[config.mk]
export PLATFORM = sky130hd
export DESIGN_NAME = apu_reg_writer
export DESIGN_NICKNAME = d
export VERILOG_FILES = /design/src/rtl/apu_reg_writer.sv
export SDC_FILE = /design/constraint.sdc
export NUM_CORES = 1
export LEC_CHECK = 0
export ABC_CLOCK_PERIOD_IN_PS = 3300
export BUFFER_PORTS_ARGS = -buffer_cell sky130_fd_sc_hd__buf_2
export CORE_ASPECT_RATIO = 1.75
export CORE_MARGIN = 8
export CORE_UTILIZATION = 30
export DETAILED_ROUTE_END_ITERATION = 7
export HOLD_SLACK_MARGIN = 0.15
export SETUP_SLACK_MARGIN = 0.05
export SLEW_MARGIN = 40
export SYNTH_ARGS = -nofsm -noshare
export SYNTH_HDL_FRONTEND = slang
export SYNTH_SLANG_ARGS = --single-unit
export TNS_END_PERCENT = 5
[constraint.sdc]
create_clock -name clk -period 3.3 [get_ports clk]
set_clock_uncertainty 0.15 [all_clocks]
set_input_delay 0.495 -clock clk [delete_from_list [all_inputs] [get_ports clk]]
set_output_delay 0.495 -clock clk [all_outputs]
set_load 0.005 [all_outputs]
[src/rtl/apu_reg_writer.sv]
// Two-byte (address, data) frame parser driving the APU square-channel registers $4000-$4007,
// plus the 240 Hz / 120 Hz frame-sequencer ticks. Optional macro: APU_WRITE_TIMEOUT_EN.
module apu_reg_writer #(
    parameter int unsigned FRAME_DIV = 7457,
    parameter int unsigned TIMEOUT   = 1024
) (
    input  logic       clk,
    input  logic       rst,
    input  logic [7:0] rx_data,
    input  logic       rx_valid,
    output logic       rx_ready,
    output logic [7:0] sq1_reg0,
    output logic [7:0] sq1_reg1,
    output logic [7:0] sq1_reg2,
    output logic [7:0] sq1_reg3,
    output logic [7:0] sq2_reg0,
    output logic [7:0] sq2_reg1,
    output logic [7:0] sq2_reg2,
    output logic [7:0] sq2_reg3,
    output logic       sq1_event,
    output logic       sq2_event,
    output logic       enable_240hz,
    output logic       enable_120hz,
    output logic       frame_err
);

    localparam int unsigned DIV_W = (FRAME_DIV > 2) ? $clog2(FRAME_DIV) : 1;
    localparam logic [DIV_W-1:0] DIV_LAST = DIV_W'(FRAME_DIV - 1);
    localparam logic [4:0] OFFSET_CTRL = 5'h17;

    typedef enum logic [1:0] {StIdle, StData, StCommit} state_e;

    state_e           state_q;
    logic [4:0]       offset_q;
    logic [7:0]       sq_regs_q [8];
    logic             rx_ready_q;
    logic             sq1_event_q;
    logic             sq2_event_q;
    logic             frame_err_q;
    logic [DIV_W-1:0] div_q;
    logic             phase_q;
    logic             en240_q;
    logic             en120_q;

    logic accept;
    logic ctrl_wr;

    assign accept  = rx_valid && rx_ready_q;
    assign ctrl_wr = (state_q == StData) && accept && (offset_q == OFFSET_CTRL);

`ifdef APU_WRITE_TIMEOUT_EN
    localparam int unsigned TO_W = (TIMEOUT > 2) ? $clog2(TIMEOUT) : 1;
    localparam logic [TO_W-1:0] TO_LAST = TO_W'(TIMEOUT - 1);
    logic [TO_W-1:0] to_cnt_q;
`endif

    always_ff @(posedge clk) begin
        if (rst) begin
            state_q     <= StIdle;
            offset_q    <= '0;
            rx_ready_q  <= 1'b0;
            sq1_event_q <= 1'b0;
            sq2_event_q <= 1'b0;
            frame_err_q <= 1'b0;
            for (int i = 0; i < 8; i++) begin
                sq_regs_q[i] <= '0;
            end
`ifdef APU_WRITE_TIMEOUT_EN
            to_cnt_q    <= '0;
`endif
        end else begin
            rx_ready_q  <= 1'b1;
            sq1_event_q <= 1'b0;
            sq2_event_q <= 1'b0;
            frame_err_q <= 1'b0;
            case (state_q)
                StIdle: begin
                    if (accept) begin
                        if (rx_data[7]) begin
                            offset_q <= rx_data[4:0];
                            state_q  <= StData;
`ifdef APU_WRITE_TIMEOUT_EN
                            to_cnt_q <= '0;
`endif
                        end else begin
                            frame_err_q <= 1'b1;
                        end
                    end
                end
                StData: begin
                    if (accept) begin
                        // Write lands on the accept edge so the register is valid with the event.
                        if (offset_q[4:3] == 2'b00) begin
                            sq_regs_q[offset_q[2:0]] <= rx_data;
                        end
                        sq1_event_q <= (offset_q == 5'd3);
                        sq2_event_q <= (offset_q == 5'd7);
                        rx_ready_q  <= 1'b0;
                        state_q     <= StCommit;
                    end
`ifdef APU_WRITE_TIMEOUT_EN
                    else if (to_cnt_q == TO_LAST) begin
                        frame_err_q <= 1'b1;
                        state_q     <= StIdle;
                    end else begin
                        to_cnt_q <= to_cnt_q + 1'b1;
                    end
`endif
                end
                StCommit: begin
                    state_q <= StIdle;
                end
                default: begin
                    state_q <= StIdle;
                end
            endcase
        end
    end

    // Frame sequencer; a frame-control write takes priority over a natural terminal count.
    always_ff @(posedge clk) begin
        if (rst) begin
            div_q   <= '0;
            phase_q <= 1'b0;
            en240_q <= 1'b0;
            en120_q <= 1'b0;
        end else if (ctrl_wr) begin
            div_q   <= '0;
            phase_q <= 1'b0;
            en240_q <= rx_data[7];
            en120_q <= rx_data[7];
        end else if (div_q == DIV_LAST) begin
            div_q   <= '0;
            phase_q <= ~phase_q;
            en240_q <= 1'b1;
            en120_q <= phase_q;
        end else begin
            div_q   <= div_q + 1'b1;
            en240_q <= 1'b0;
            en120_q <= 1'b0;
        end
    end

    assign rx_ready     = rx_ready_q;
    assign sq1_reg0     = sq_regs_q[0];
    assign sq1_reg1     = sq_regs_q[1];
    assign sq1_reg2     = sq_regs_q[2];
    assign sq1_reg3     = sq_regs_q[3];
    assign sq2_reg0     = sq_regs_q[4];
    assign sq2_reg1     = sq_regs_q[5];
    assign sq2_reg2     = sq_regs_q[6];
    assign sq2_reg3     = sq_regs_q[7];
    assign sq1_event    = sq1_event_q;
    assign sq2_event    = sq2_event_q;
    assign enable_240hz = en240_q;
    assign enable_120hz = en120_q;
    assign frame_err    = frame_err_q;

endmodule

---- After elaboration in Yosys (flattened, before gate mapping) ----
Memories as Yosys holds them, arrays and structs flattened.
Cells that the tools add are included.
storage, ports and cells
  register bits ........................... 27
  input port bits ......................... 11
  RAM bits ................................ 64
  memories kept ........................... 1
  logic and storage cells ................. 57
  output and inout port bits .............. 70
memory list
  name       depth  width  rd ports  clocked after memory_dff  wr ports  RTL line  source
  sq_regs_q  8      8      8         0                         8         35        logic [7:0] sq_regs_q [8];
cells by class
  $add $sub $neg .......................... 1
  bitwise operators ....................... 4
  multiplexer cells ....................... 21
  reductions and logical operators ........ 12
  equal/unequal tests ..................... 8
operators with widths
  operator                 number
  $mux W1                  15
  $add A13 B1 Y13 const B  1
  $eq A13 B13 Y1 const B   1
  $reduce_or A3 Y1         3
  $mux W8                  1
  $reduce_or A8 Y1         1
  $mux W2                  3
  $ne A2 B2 Y1 const B     3
  $reduce_and A3 Y1        2
  $eq A5 B2 Y1 const B     1
  $eq A5 B3 Y1 const B     1
  $eq A5 B5 Y1 const B     1
  $logic_not A2 Y1         2
  $not A1 Y1               4
  $pmux W2 S2              1
  $logic_and A1 B1 Y1      3
  $mux W3                  1
  $eq A2 B1 Y1 const B     1
  $reduce_or A2 Y1         1

---- Logic depth before layout (Yosys ltp) ----
Gate-level depths: netlist of the first run.
  word-level depth ........................ 8
  gate-level depth with buffers ........... 7
  gate-level depth less buffers ........... 6

---- Worst setup path after synthesis of the first run ----
No wires, ideal clock.
  kind .................................... input-to-reg
  start point ............................. input rst
  end point ............................... memory sq_regs_q[2][0] (enable)
  path slack .............................. 1.417 ns
  data required time ...................... 2.841 ns
  data arrival time ....................... 1.424 ns
  setup time .............................. 0.309 ns
  path buffers ............................ 1
  cell stages on the path ................. 4
  cells stage by stage .................... buf_2 > or3b_4 > nor2_4 > or2_2
RTL lines
  item             RTL line  source
  start, declared  8         input logic rst,
  end, declared    35

==> results by stage, run 1 <==
Synth:
- The post-synthesis sequential element count is 91.
- Counting flops with an async set or reset pin after synthesis yields a share of 0%.
- In the synthesized netlist the dominant register cell turns out to be sky130_fd_sc_hd__edfxtp_1.
- After synthesis, the most frequently instantiated cells are sky130_fd_sc_hd__and2_1, sky130_fd_sc_hd__edfxtp_1, sky130_fd_sc_hd__dfxtp_1.
- Yosys printed 0 warnings.
- The netlist uses 38 different library cells.
- Sorting the synthesized cells by area gives the leading types as sky130_fd_sc_hd__edfxtp_1, sky130_fd_sc_hd__dfxtp_1, sky130_fd_sc_hd__and2_1.
- The synthesized area is 3610 um2.
- The share of synthesized area occupied by flip-flops and latches is 68.1%.
- The synthesized instance count is 264.
- After synthesis, the largest area contributor takes up 53.2% of total cell area.
- Synthesis produced a netlist with a net count of 277.
- The number of enable flip-flop cells after synthesis is 64.
- Summed over all instances, the cell type with the most area after synthesis is sky130_fd_sc_hd__edfxtp_1.
- A synthesized cell averages 13.7 um2.

Finish:
- The net count reported at finish is 363.
- Of the cells placed in the final design, the portion with a size suffix greater than 1 is 32.7%.
- The filler cells instantiated in the layout total 1109.
- The area added between synthesis and finish is 24.4%.
- The repair_antennas step left the layout with diodes totalling 0.
- Cells fill 37.9% of the core in the end.

Clock network:
- Buffers added to address setup during post-CTS repair amount to 0.
- Clock-pin slew was measured on the worst setup and hold paths at 60 ps.
- The clock passes through at most 2 buffers.
- The buffer cell driving the clock tree root is sky130_fd_sc_hd__clkbuf_16.
- The H-tree generated during clock tree synthesis spans 3 levels.
- In this run, post-CTS hold repair placed 0 buffers.
- The CTS tree is yes.
- For this design, the sink count on the clock tree is 91.
- The quantity of gates resized following cts is 0.
- Clock latency on the worst-skew pair, taken at its later pin, is 330 ps.
- The number of clock buffers added by TritonCTS is 9.

Hold path:
- The tightest min-delay check is of the flop to flop type.

Placed design:
- The routability congestion estimate is 0.741.
- During placement, the flow inserted port buffers numbering 80.
- Timing analysis after detailed placement gives a worst setup slack of 1120 ps.
- The detailed placement HPWL is 6300 um.

Outcome:
- The flow ran to the end, and the final reports show no timing, DRC or antenna violations.

Setup path:
- The critical path goes through and4b_4 > nand3b_4 > nor4_4 > or2_2.
- The worst setup path is captured at a flop.
- At the worst endpoint, the arrival time is 1860 ps.
- The capture instance of the worst register-to-register path is sq_regs_q[0][4].
- The slowest stage of the critical path is the sky130_fd_sc_hd__dfxtp_1 cell.
- The largest driver fanout on the critical path is 9.
- Counting both buffers and inverters, the worst setup path holds a total of 0.
- The setup check on the worst reg-to-reg path leaves a slack of 1320 ps.
- On the worst path, the slowest cell contributes a delay of 410 ps.
- The setup path with the least slack is of type flop to flop.
- The capture point of the critical path is sq_regs_q[0][4].
- The number of cells on the worst reg-to-reg path is 4.
- The kind of cell with the highest combined delay along the critical path is simple AND/OR/NAND/NOR gates.
- The startpoint type of the worst setup path is a flop.
- The startpoint of the worst-slack reg-to-reg timing path is state_q[0].
- The depth of the critical timing path with buffers and inverters included is 4.
- In this run the worst setup path begins at state_q[0].
- At the worst endpoint, the required time is 3180 ps.

Detailed routing:
- The number of detailed-routing iterations run before antenna repair is 4.
- The post-detailed-route wirelength per cell is 16.9 um.
- The number of nets with antenna violations after detailed routing is 0.
- Using the TritonRoute via totals, the vias-per-cell ratio works out to 4.50.
- The number of design rule violations left after detail routing is 0.
- The first-iteration detailed-routing DRC count is 100.
- The via count is 2213.
- The routed wire length is 8320 um.

Floorplan:
- For this configuration, the core starts out at a cell density of 30.5%.
- The width of the die is 99.0 um.
- After floorplanning, the core was divided into 53 placement rows.
- The die is 161 um tall.
- The floorplan step defined a die boundary enclosing 16000 um2.
- For this design the top-level I/O count stands at 81.
- In this run the standard cell core region covers 11900 um2.

Power and ir drop:
- The analysis attributes to cell leakage a power of 1.80 nW.
- The share of power burned in registers is 51.2%.
- The fraction of power spent switching nets is 19.7%.
- The fraction of power consumed by combinational cells is 4.2%.
- The power per cell area is 553 nW/um2.
- The power dissipated by switching net loads is 0.489 mW.
- Per report_power, the clock group accounts for 44.7% of the total.
- VDD sags by at most 0.000252 V.
- Cell internal power was estimated by the tool at 2.00 mW.

Timing:
- The final setup violation count is 0.
- The worst hold slack after final layout is 302 ps.
- The total count of max-transition violations in the final report was 0.
- For the pin with the worst max-slew slack, the measured transition is 525 ps.
- In the final timing run, aggregate negative setup slack is 0 ps.
- The headroom to the max-slew limit is 64.8%.
- Dividing the final minimum period by the clock period gives 60.1%.
- The final hold violation count came to 0.
- For this run, the top clock speed supported by timing is 505 MHz.
- The least setup slack across all paths after layout is 1320 ps.
- The worst path needs 1980 ps of the cycle, external delays included.
- Setup repair after global routing left no endpoint under its margin.

Global routing:
- The number of global-route vias before repair is 2318.
- Entering global routing, the biggest net connects 28 pins.
- The wire length of the first global-routing pass is 13000 um.
- The initial antenna violation count came to 0.
- The total overflow left after global routing is 0.
- The combined global-route utilization of all metal layers is 10.8%.

Job:
- The max-capacitance violation count is 0.
logic make-up after synthesis:
| group | synth area share [%] |
|---|---|
| AOI/OAI and AO/OA | 0.623 |
| xor gates and xnor gates | 2.91 |
| DFF | 68.1 |
| buffers and inverters | 0.900 |
| muxes | 1.38 |
| and+or+nand+nor | 25.4 |
| adders and majority gates | 0.692 |
power by group through the flow:
stage / logic [mW] / clock network (mW) / registers, mW
6_report: 0.104 / 1.11 / 1.27
3_5_place_dp: 0.107 / 0 / 1.30
4_1_cts: 0.107 / 1.13 / 1.27
2_1_floorplan: 0.0418 / 0 / 1.30
3_3_place_gp: 0.104 / 0 / 1.30
5_1_grt: 0.115 / 1.17 / 1.27
placed cells by master, fill, tap and decap left out, types with 2 or more instances in the layout:
cell / count
sky130_fd_sc_hd__nand3_1: 3
sky130_fd_sc_hd__nand4_1: 3
sky130_fd_sc_hd__nor2_1: 22
sky130_fd_sc_hd__and2_1: 64
sky130_fd_sc_hd__and4b_1: 2
sky130_fd_sc_hd__or2_2: 8
sky130_fd_sc_hd__dfxtp_1: 27
sky130_fd_sc_hd__nor3_1: 3
sky130_fd_sc_hd__clkbuf_16: 9
sky130_fd_sc_hd__bufinv_16: 2
sky130_fd_sc_hd__buf_2: 80
sky130_fd_sc_hd__clkbuf_8: 2
sky130_fd_sc_hd__nand3b_1: 2
sky130_fd_sc_hd__nor4_4: 2
sky130_fd_sc_hd__nand2_1: 9
sky130_fd_sc_hd__xnor2_1: 6
sky130_fd_sc_hd__nor2_2: 2
sky130_fd_sc_hd__nor4_1: 3
sky130_fd_sc_hd__a21oi_1: 2
sky130_fd_sc_hd__and3_1: 3
sky130_fd_sc_hd__inv_1: 3
sky130_fd_sc_hd__mux2i_1: 5
sky130_fd_sc_hd__xor2_1: 6
sky130_fd_sc_hd__nor2_4: 4
sky130_fd_sc_hd__ha_1: 2
sky130_fd_sc_hd__edfxtp_1: 64
per-layer routing:
metal | routed length, um | GRT usage [%]
met1 | 2830 | 10.0
met4 | 119 | 4.01
met2 | 4860 | 21.0
met5 | 0 | 0
met3 | 511 | 3.45
how the worst min path moves through the flow:
stage	from	to	slack, ps	cells after the start
after floorplan	state_q[1]	state_q[0]	260	1
after global placement	state_q[1]	state_q[0]	290	1
after detailed placement	state_q[1]	state_q[0]	300	1
after CTS	state_q[1]	state_q[0]	300	1
after global routing	state_q[1]	state_q[0]	320	1
final	state_q[1]	state_q[0]	300	1
registers in the layout, summed over array words and instances, names as in the netlist:
register      flops
enable_120hz      1
phase_q           1
offset_q          5
sq_regs_q        64
rx_ready          1
frame_err         1
sq1_event         1
enable_240hz      1
state_q           2
sq2_event         1
div_q            13
area by class of cell:
cell class,instances,area (um2),area share (%)
clock inverter,4,73.8,1.64
clock buffer,12,256,5.71
inverter,3,11.3,0.250
timing repair buffer,80,400,8.91
multi-input combinational,165,1120,24.9
sequential,91,2460,54.8
tap,137,171,3.81
worst register-to-register path, stage by stage, from the launching register on:
cell and delay [ps]:
sky130_fd_sc_hd__dfxtp_1 410, sky130_fd_sc_hd__and4b_4 330, sky130_fd_sc_hd__nand3b_4 150, sky130_fd_sc_hd__nor4_4 330, sky130_fd_sc_hd__or2_2 300
stage by stage:
stage	area, um2	std cells	total power, mW
after floorplan	3610	264	1.34
after global placement	4170	476	1.40
after detailed placement	4170	476	1.40
after CTS	4500	492	2.51
after global routing	4500	492	2.56
final	4500	492	2.48
Power figures use the tool's default switching activity.
==> inputs of run 2 (changes only) <==
--- a/config.mk
+++ b/config.mk
@@ -5,7 +5,7 @@
 export SDC_FILE = /design/constraint.sdc
 export NUM_CORES = 1
 export LEC_CHECK = 0
-export ABC_CLOCK_PERIOD_IN_PS = 3300
+export ABC_CLOCK_PERIOD_IN_PS = 1800
 export BUFFER_PORTS_ARGS = -buffer_cell sky130_fd_sc_hd__buf_2
 export CORE_ASPECT_RATIO = 1.75
 export CORE_MARGIN = 8
==> constraint.sdc (replaced) <==
create_clock -name clk -period 1.8 [get_ports clk]
set_clock_uncertainty 0.15 [all_clocks]
set_input_delay 0.27 -clock clk [delete_from_list [all_inputs] [get_ports clk]]
set_output_delay 0.27 -clock clk [all_outputs]
set_load 0.005 [all_outputs]
==> results by stage, run 2 (synthesis results as in run 1) <==
Clock network:
- The clock buffer count from CTS is 9 (unchanged).
- The clock-pin slew reported for the worst setup and hold paths after clock tree synthesis is 60 ps (about the same).
- The buffer cell driving the clock tree root is sky130_fd_sc_hd__clkbuf_16 (unchanged).
- The CTS tree is yes (unchanged).
- The number of H-tree levels is 3 (unchanged).
- The clock latency of the later-clocked register in the worst-skew pair is 340 ps (was 330 ps).
- The buffer levels on the longest clock path is 2 (unchanged).
- The count of clock tree sinks is 91 (unchanged).

Global routing:
- The number of global-route vias before repair is 2469 (was 2318).
- The initial antenna violation count is 1 (was 0).
- The wire length of the first global-routing pass is 13200 um (was 13000 um).
- The pin count of the biggest net entering global routing came to 17 (was 28).
- The combined global-route utilization of all metal layers is 10.8% (about the same).
- The global route total overflow was 0 (unchanged).

Floorplan:
- The vertical die dimension is 161 um (unchanged).
- The number of ports placed on the die boundary is 81 (unchanged).
- The full die area is 16000 um2 (unchanged).
- The area inside the core boundary was 11900 um2 (unchanged).
- The placement row count is 53 (unchanged).
- The width of the die is 99.0 um (unchanged).
- The initial cell density of the core came to 30.5% (unchanged).

Detailed routing:
- The first-iteration detailed-routing DRC count is 71 (was 100).
- The post-detailed-route wirelength per cell is 16.1 um (was 16.9 um).
- The via count was 2310 (was 2213).
- The detailed-route vias per instance was 4.51 (was 4.50).
- The number of nets with antenna violations after detailed routing is 0 (unchanged).
- The number of design rule violations left after detail routing came to 0 (unchanged).
- The number of detailed-routing iterations run before antenna repair was 4 (unchanged).
- The routed wire length is 8270 um (was 8320 um).

Finish:
- The register with the most flip-flops is sq_regs_q (unchanged).
- Commonest cells after routing, fill and taps aside: sky130_fd_sc_hd__buf_2, sky130_fd_sc_hd__edfxtp_1, sky130_fd_sc_hd__and2_1 (was sky130_fd_sc_hd__buf_2, sky130_fd_sc_hd__and2_1, sky130_fd_sc_hd__edfxtp_1).
- The area added between synthesis and finish is 28.4% (was 24.4%).
- The count of antenna diodes in the layout was 0 (unchanged).
- The flip-flop count of the largest register after layout is 64 (unchanged).
- The fraction of final layout cells sized beyond drive strength 1 is 37.3% (was 32.7%).
- The most common cell after layout, fill and taps aside was sky130_fd_sc_hd__buf_2 (unchanged).
- Largest registers: sq_regs_q: 64 flops, div_q: 13 flops, offset_q: 5 flops (unchanged).
- The net count reported at finish came to 383 (was 363).
- The filler cell count in the final layout is 1141 (was 1109).
- The final non-filler cell total is 512 (was 492).

Timing:
- The headroom to the max-slew limit is 75.4% (was 64.8%).
- The final hold violation count was 0 (unchanged).
- Unrepaired setup endpoints after global routing: yes (was no).
- The total count of max-transition violations in the final report is 0 (unchanged).
- The worst hold slack after final layout is 186 ps (was 302 ps).
- The upper clock frequency limit is 577 MHz (was 505 MHz).
- The clock period minus worst slack came to 1730 ps (was 1980 ps).
- The pin slew with the least headroom to its limit is 367 ps (was 525 ps).
- The final period utilization is 96.3% (was 60.1%).
- The final setup violation count came to 0 (unchanged).

Setup path:
- The largest driver fanout on the critical path is 8 (was 9).
- The path type of the worst setup path was flop to flop (unchanged).
- The endpoint class of the critical path is a flop (unchanged).
- The setup slack on the worst flop-to-flop path is 70 ps (was 1320 ps).
- The data required time of the worst path is 1690 ps (was 3180 ps).
- The arrival time reported for the critical path endpoint is 1620 ps (was 1860 ps).
- The startpoint type of the worst setup path is a flop (unchanged).

Power and ir drop:
- The leakage power of the design is 1.89 nW (was 1.80 nW).
- The power per cell area came to 938 nW/um2 (was 553 nW/um2).
- The largest voltage drop on the vdd net is 0.000441 V (was 0.000252 V).
- The final total power is 4.36 mW (was 2.48 mW).

Placed design:
- The detailed placement HPWL was 6260 um (was 6300 um).
- The placed cell count is 493 (was 476).
- The routability congestion estimate is 0.761 (was 0.741).
- The count of input and output buffers is 80 (unchanged).

Hold path:
- The class of the tightest hold or removal check is input pin to flop (was flop to flop).

Job:
- The max-capacitance violation count is 0 (unchanged).

Outcome:
- Result of the run: complete, no violations (unchanged).
## run 2: cell type report
cell class | instances | area [um2] | area share (%)
Multi-Input combinational cell | 165 | 1160 | 24.9
Inverter | 3 | 11.3 | 0.243
Sequential cell | 91 | 2460 | 53.1
Tap cell | 137 | 171 | 3.69
Clock buffer | 10 | 229 | 4.93
Clock inverter | 6 | 55.1 | 1.19
Timing Repair Buffer | 100 | 556 | 12.0
## run 2: metal layers
metal | GRT usage, % | vias to the layer above | routed length (um)
li1 | - | 1129 | -
met1 | 9.64 | 1112 | 2750
met2 | 21.0 | 52 | 4790
met3 | 3.28 | 15 | 512
met4 | 5.06 | 2 | 197
met5 | 0 | - | 10
## run 2: path summary, 6_finish.rpt
kind / endpoint / start / cells after the start
setup reg to reg: sq_regs_q[4][4] / state_q[1] / 4
setup / recovery: sq_regs_q[4][4] / state_q[1] / 4
hold / removal: offset_q[0] / rx_data[0] / 3
hold reg to reg: state_q[0] / state_q[1] / 1
## run 2: what timing repair did
item	4_1_cts	5_1_grt
pin swaps	0	2
resized for setup	1	12
hold endpoints to repair	1	0
buffers inserted	0	1
setup endpoints to repair	8	76
hold buffers	2	0
## run 2: report_power, final
part	internal (mW)	switching, mW	leakage (nW)
Clock	1.06	0.753	0.136
Combinational	0.0866	0.128	0.874
Sequential	2.30	0.0297	0.880
Total	3.45	0.911	1.89
## run 2: worst max-delay path, cell delays in order (launching register included)
cell and delay, ps:
sky130_fd_sc_hd__dfxtp_2 320, sky130_fd_sc_hd__and4b_4 390, sky130_fd_sc_hd__nand3_4 150, sky130_fd_sc_hd__nor4_4 190, sky130_fd_sc_hd__or2_4 230
## run 2: through the flow
step	utilization, %	setup slack (ps)	setup TNS, ps	area, um2
2_1_floorplan	-	40.2	0	3620
3_3_place_gp	36.2	77.5	0	4300
3_5_place_dp	36.2	16.6	0	4300
4_1_cts	38.8	53.6	0	4600
5_1_grt	39.1	-32.4	-275	4640
6_report	39.1	66.6	0	4640
==> inputs of run 3 (changes only) <==
--- a/config.mk
+++ b/config.mk
@@ -9,9 +9,10 @@
 export BUFFER_PORTS_ARGS = -buffer_cell sky130_fd_sc_hd__buf_2
 export CORE_ASPECT_RATIO = 1.75
 export CORE_MARGIN = 8
-export CORE_UTILIZATION = 30
+export CORE_UTILIZATION = 48
 export DETAILED_ROUTE_END_ITERATION = 7
-export HOLD_SLACK_MARGIN = 0.15
+export HOLD_SLACK_MARGIN = 0.08
+export PLACE_DENSITY = 0.75
 export SETUP_SLACK_MARGIN = 0.05
 export SLEW_MARGIN = 40
 export SYNTH_ARGS = -nofsm -noshare
==> results by stage, run 3 (synthesis results as in run 1) <==
Global routing:
- The number of global-route vias before repair was 2336 (was 2469).
- The combined global-route utilization of all metal layers came to 14.8% (was 10.8%).
- The wire length of the first global-routing pass is 11600 um (was 13200 um).
- The pin count of the biggest net entering global routing is 19 (was 17).
- The initial antenna violation count is 0 (was 1).
- The global route total overflow is 0 (unchanged).

Finish:
- The flip-flop count of the largest register after layout came to 64 (unchanged).
- The register with the most flip-flops is sq_regs_q (unchanged).
- Largest registers: sq_regs_q: 64 flops, div_q: 13 flops, offset_q: 5 flops (unchanged).
- The area added between synthesis and finish is 25.9% (was 28.4%).
- The filler cell count in the final layout came to 562 (was 1141).
- The area of the multi-input gates is 1150 um2 (was 1160 um2).
- The sequential cell area is 2470 um2 (was 2460 um2).
- The most common cell after layout, fill and taps aside was sky130_fd_sc_hd__buf_2 (unchanged).
- The fraction of final layout cells sized beyond drive strength 1 is 37.1% (was 37.3%).
- Commonest cells after routing, fill and taps aside: sky130_fd_sc_hd__buf_2, sky130_fd_sc_hd__and2_1, sky130_fd_sc_hd__edfxtp_1 (was sky130_fd_sc_hd__buf_2, sky130_fd_sc_hd__edfxtp_1, sky130_fd_sc_hd__and2_1).
- The net count reported at finish was 380 (was 383).
- The count of antenna diodes in the layout was 0 (unchanged).

Clock network:
- The number of buffers inserted by hold repair at cts was 0 (was 2).
- The buffer levels on the longest clock path was 2 (unchanged).
- The clock-pin slew reported for the worst setup and hold paths after clock tree synthesis is 60 ps (about the same).
- The clock buffer count from CTS was 9 (unchanged).
- The clock latency of the later-clocked register in the worst-skew pair is 330 ps (was 340 ps).
- The CTS tree is yes (unchanged).
- The number of H-tree levels is 3 (unchanged).
- The buffer cell driving the clock tree root is sky130_fd_sc_hd__clkbuf_16 (unchanged).
- The count of clock tree sinks is 91 (unchanged).

Timing:
- The final setup violation count is 0 (unchanged).
- The upper clock frequency limit was 589 MHz (was 577 MHz).
- The final period utilization is 94.3% (was 96.3%).
- The headroom to the max-slew limit is 79.2% (was 75.4%).
- The final hold violation count is 0 (unchanged).
- The total negative slack for setup checks is 0 ps (unchanged).
- The total count of max-transition violations in the final report is 0 (unchanged).
- Unrepaired setup endpoints after global routing: yes (unchanged).
- The clock period minus worst slack is 1700 ps (was 1730 ps).
- The least setup slack across all paths after layout is 103 ps (was 66.6 ps).
- The pin slew with the least headroom to its limit is 309 ps (was 367 ps).

Floorplan:
- The placement row count is 42 (was 53).
- The width of the die is 81.6 um (was 99.0 um).
- The full die area is 10700 um2 (was 16000 um2).
- The number of ports placed on the die boundary came to 81 (unchanged).
- The area inside the core boundary is 7460 um2 (was 11900 um2).
- The vertical die dimension is 131 um (was 161 um).
- The initial cell density of the core is 48.4% (was 30.5%).

Placed design:
- The setup slack after placement is 59.3 ps (was 16.6 ps).
- The routability congestion estimate is 0.803 (was 0.761).
- The count of input and output buffers was 80 (unchanged).
- The detailed placement HPWL is 5590 um (was 6260 um).

Detailed routing:
- The number of detailed-routing iterations run before antenna repair is 6 (was 4).
- The post-detailed-route wirelength per cell is 16.5 um (was 16.1 um).
- The detailed-route vias per instance came to 5.04 (was 4.51).
- The number of design rule violations left after detail routing is 0 (unchanged).
- The routed wire length came to 7610 um (was 8270 um).
- The number of nets with antenna violations after detailed routing is 0 (unchanged).
- The via count is 2318 (was 2310).
- The first-iteration detailed-routing DRC count is 122 (was 71).

Power and ir drop:
- The fraction of power consumed by combinational cells is 4.8% (was 4.9%).
- The power per cell area was 952 nW/um2 (was 938 nW/um2).
- The share of power burned in registers is 53.6% (was 53.4%).
- The largest voltage drop on the vdd net is 0.000620 V (was 0.000441 V).
- The fraction of power spent switching nets is 20.2% (was 20.9%).
- The leakage power of the design came to 1.86 nW (was 1.89 nW).
- The share of power burned in the clock network is 41.6% (was 41.7%).
- The power dissipated by switching net loads is 0.877 mW (was 0.911 mW).
- The internal cell power was 3.46 mW (was 3.45 mW).

Setup path:
- The arrival time reported for the critical path endpoint is 1590 ps (was 1620 ps).
- The path type of the worst setup path is flop to flop (unchanged).
- The largest driver fanout on the critical path is 8 (unchanged).
- The startpoint type of the worst setup path is a flop (unchanged).
- The data required time of the worst path came to 1690 ps (about the same).
- The endpoint class of the critical path is a flop (unchanged).

Outcome:
- Result of the run: complete, no violations (unchanged).

Job:
- The max-capacitance violation count is 0 (unchanged).

Hold path:
- The class of the tightest hold or removal check is input pin to flop (unchanged).
run 3: worst paths after layout:
check / endpoint / slack (ps) / from / cells after the start
worst min register to register: state_q[0] / 270 / state_q[1] / 1
worst max register to register: sq_regs_q[4][6] / 100 / state_q[1] / 4
worst max-delay path: sq_regs_q[4][6] / 100 / state_q[1] / 4
worst min-delay path: frame_err / 110 / rx_valid / 3
run 3: area by class of cell:
cell class / instances / share of cell area (%)
Sequential cell: 91 / 54.2
Multi-Input combinational cell: 165 / 25.2
Timing Repair Buffer: 97 / 11.6
Clock buffer: 12 / 5.20
Tap cell: 88 / 2.42
Clock inverter: 4 / 1.15
Inverter: 3 / 0.247
run 3: what timing repair did:
item	CTS	global route
pin swaps	0	2
endpoints found under the setup margin	8	48
buffers inserted	0	0
resized for setup	1	8
run 3: metal layers:
metal | wire length (um) | global-route usage (%)
met1 | 2640 | 14.1
met2 | 4120 | 26.4
met3 | 610 | 4.38
met4 | 244 | 9.46
met5 | 0 | 0
run 3: power groups by stage:
stage               Sequential, mW  Combinational [mW]  Clock (mW)
floorplan                     2.37              0.0775           0
global placement              2.37               0.204           0
detailed placement            2.37               0.211           0
CTS                           2.32               0.213        1.84
global route                  2.33               0.227        1.92
finish                        2.32               0.209        1.80
run 3: worst max-delay path, cell delays in order (launching register included):
cell and delay, ps:
sky130_fd_sc_hd__dfxtp_2 320, sky130_fd_sc_hd__and4b_4 370, sky130_fd_sc_hd__nand3_4 150, sky130_fd_sc_hd__nor4_4 190, sky130_fd_sc_hd__or2_4 230
run 3: through the flow:
stage          instance area (um2)  power [mW]  instances  hold slack [ps]  util, %
2_1_floorplan                 3620        2.45        264              257        -
3_3_place_gp                  4230        2.57        444              265     56.7
3_5_place_dp                  4230        2.58        444              276     56.7
4_1_cts                       4530        4.38        460              101     60.6
5_1_grt                       4550        4.48        460              113     61.0
6_report                      4550        4.33        460              108     61.0
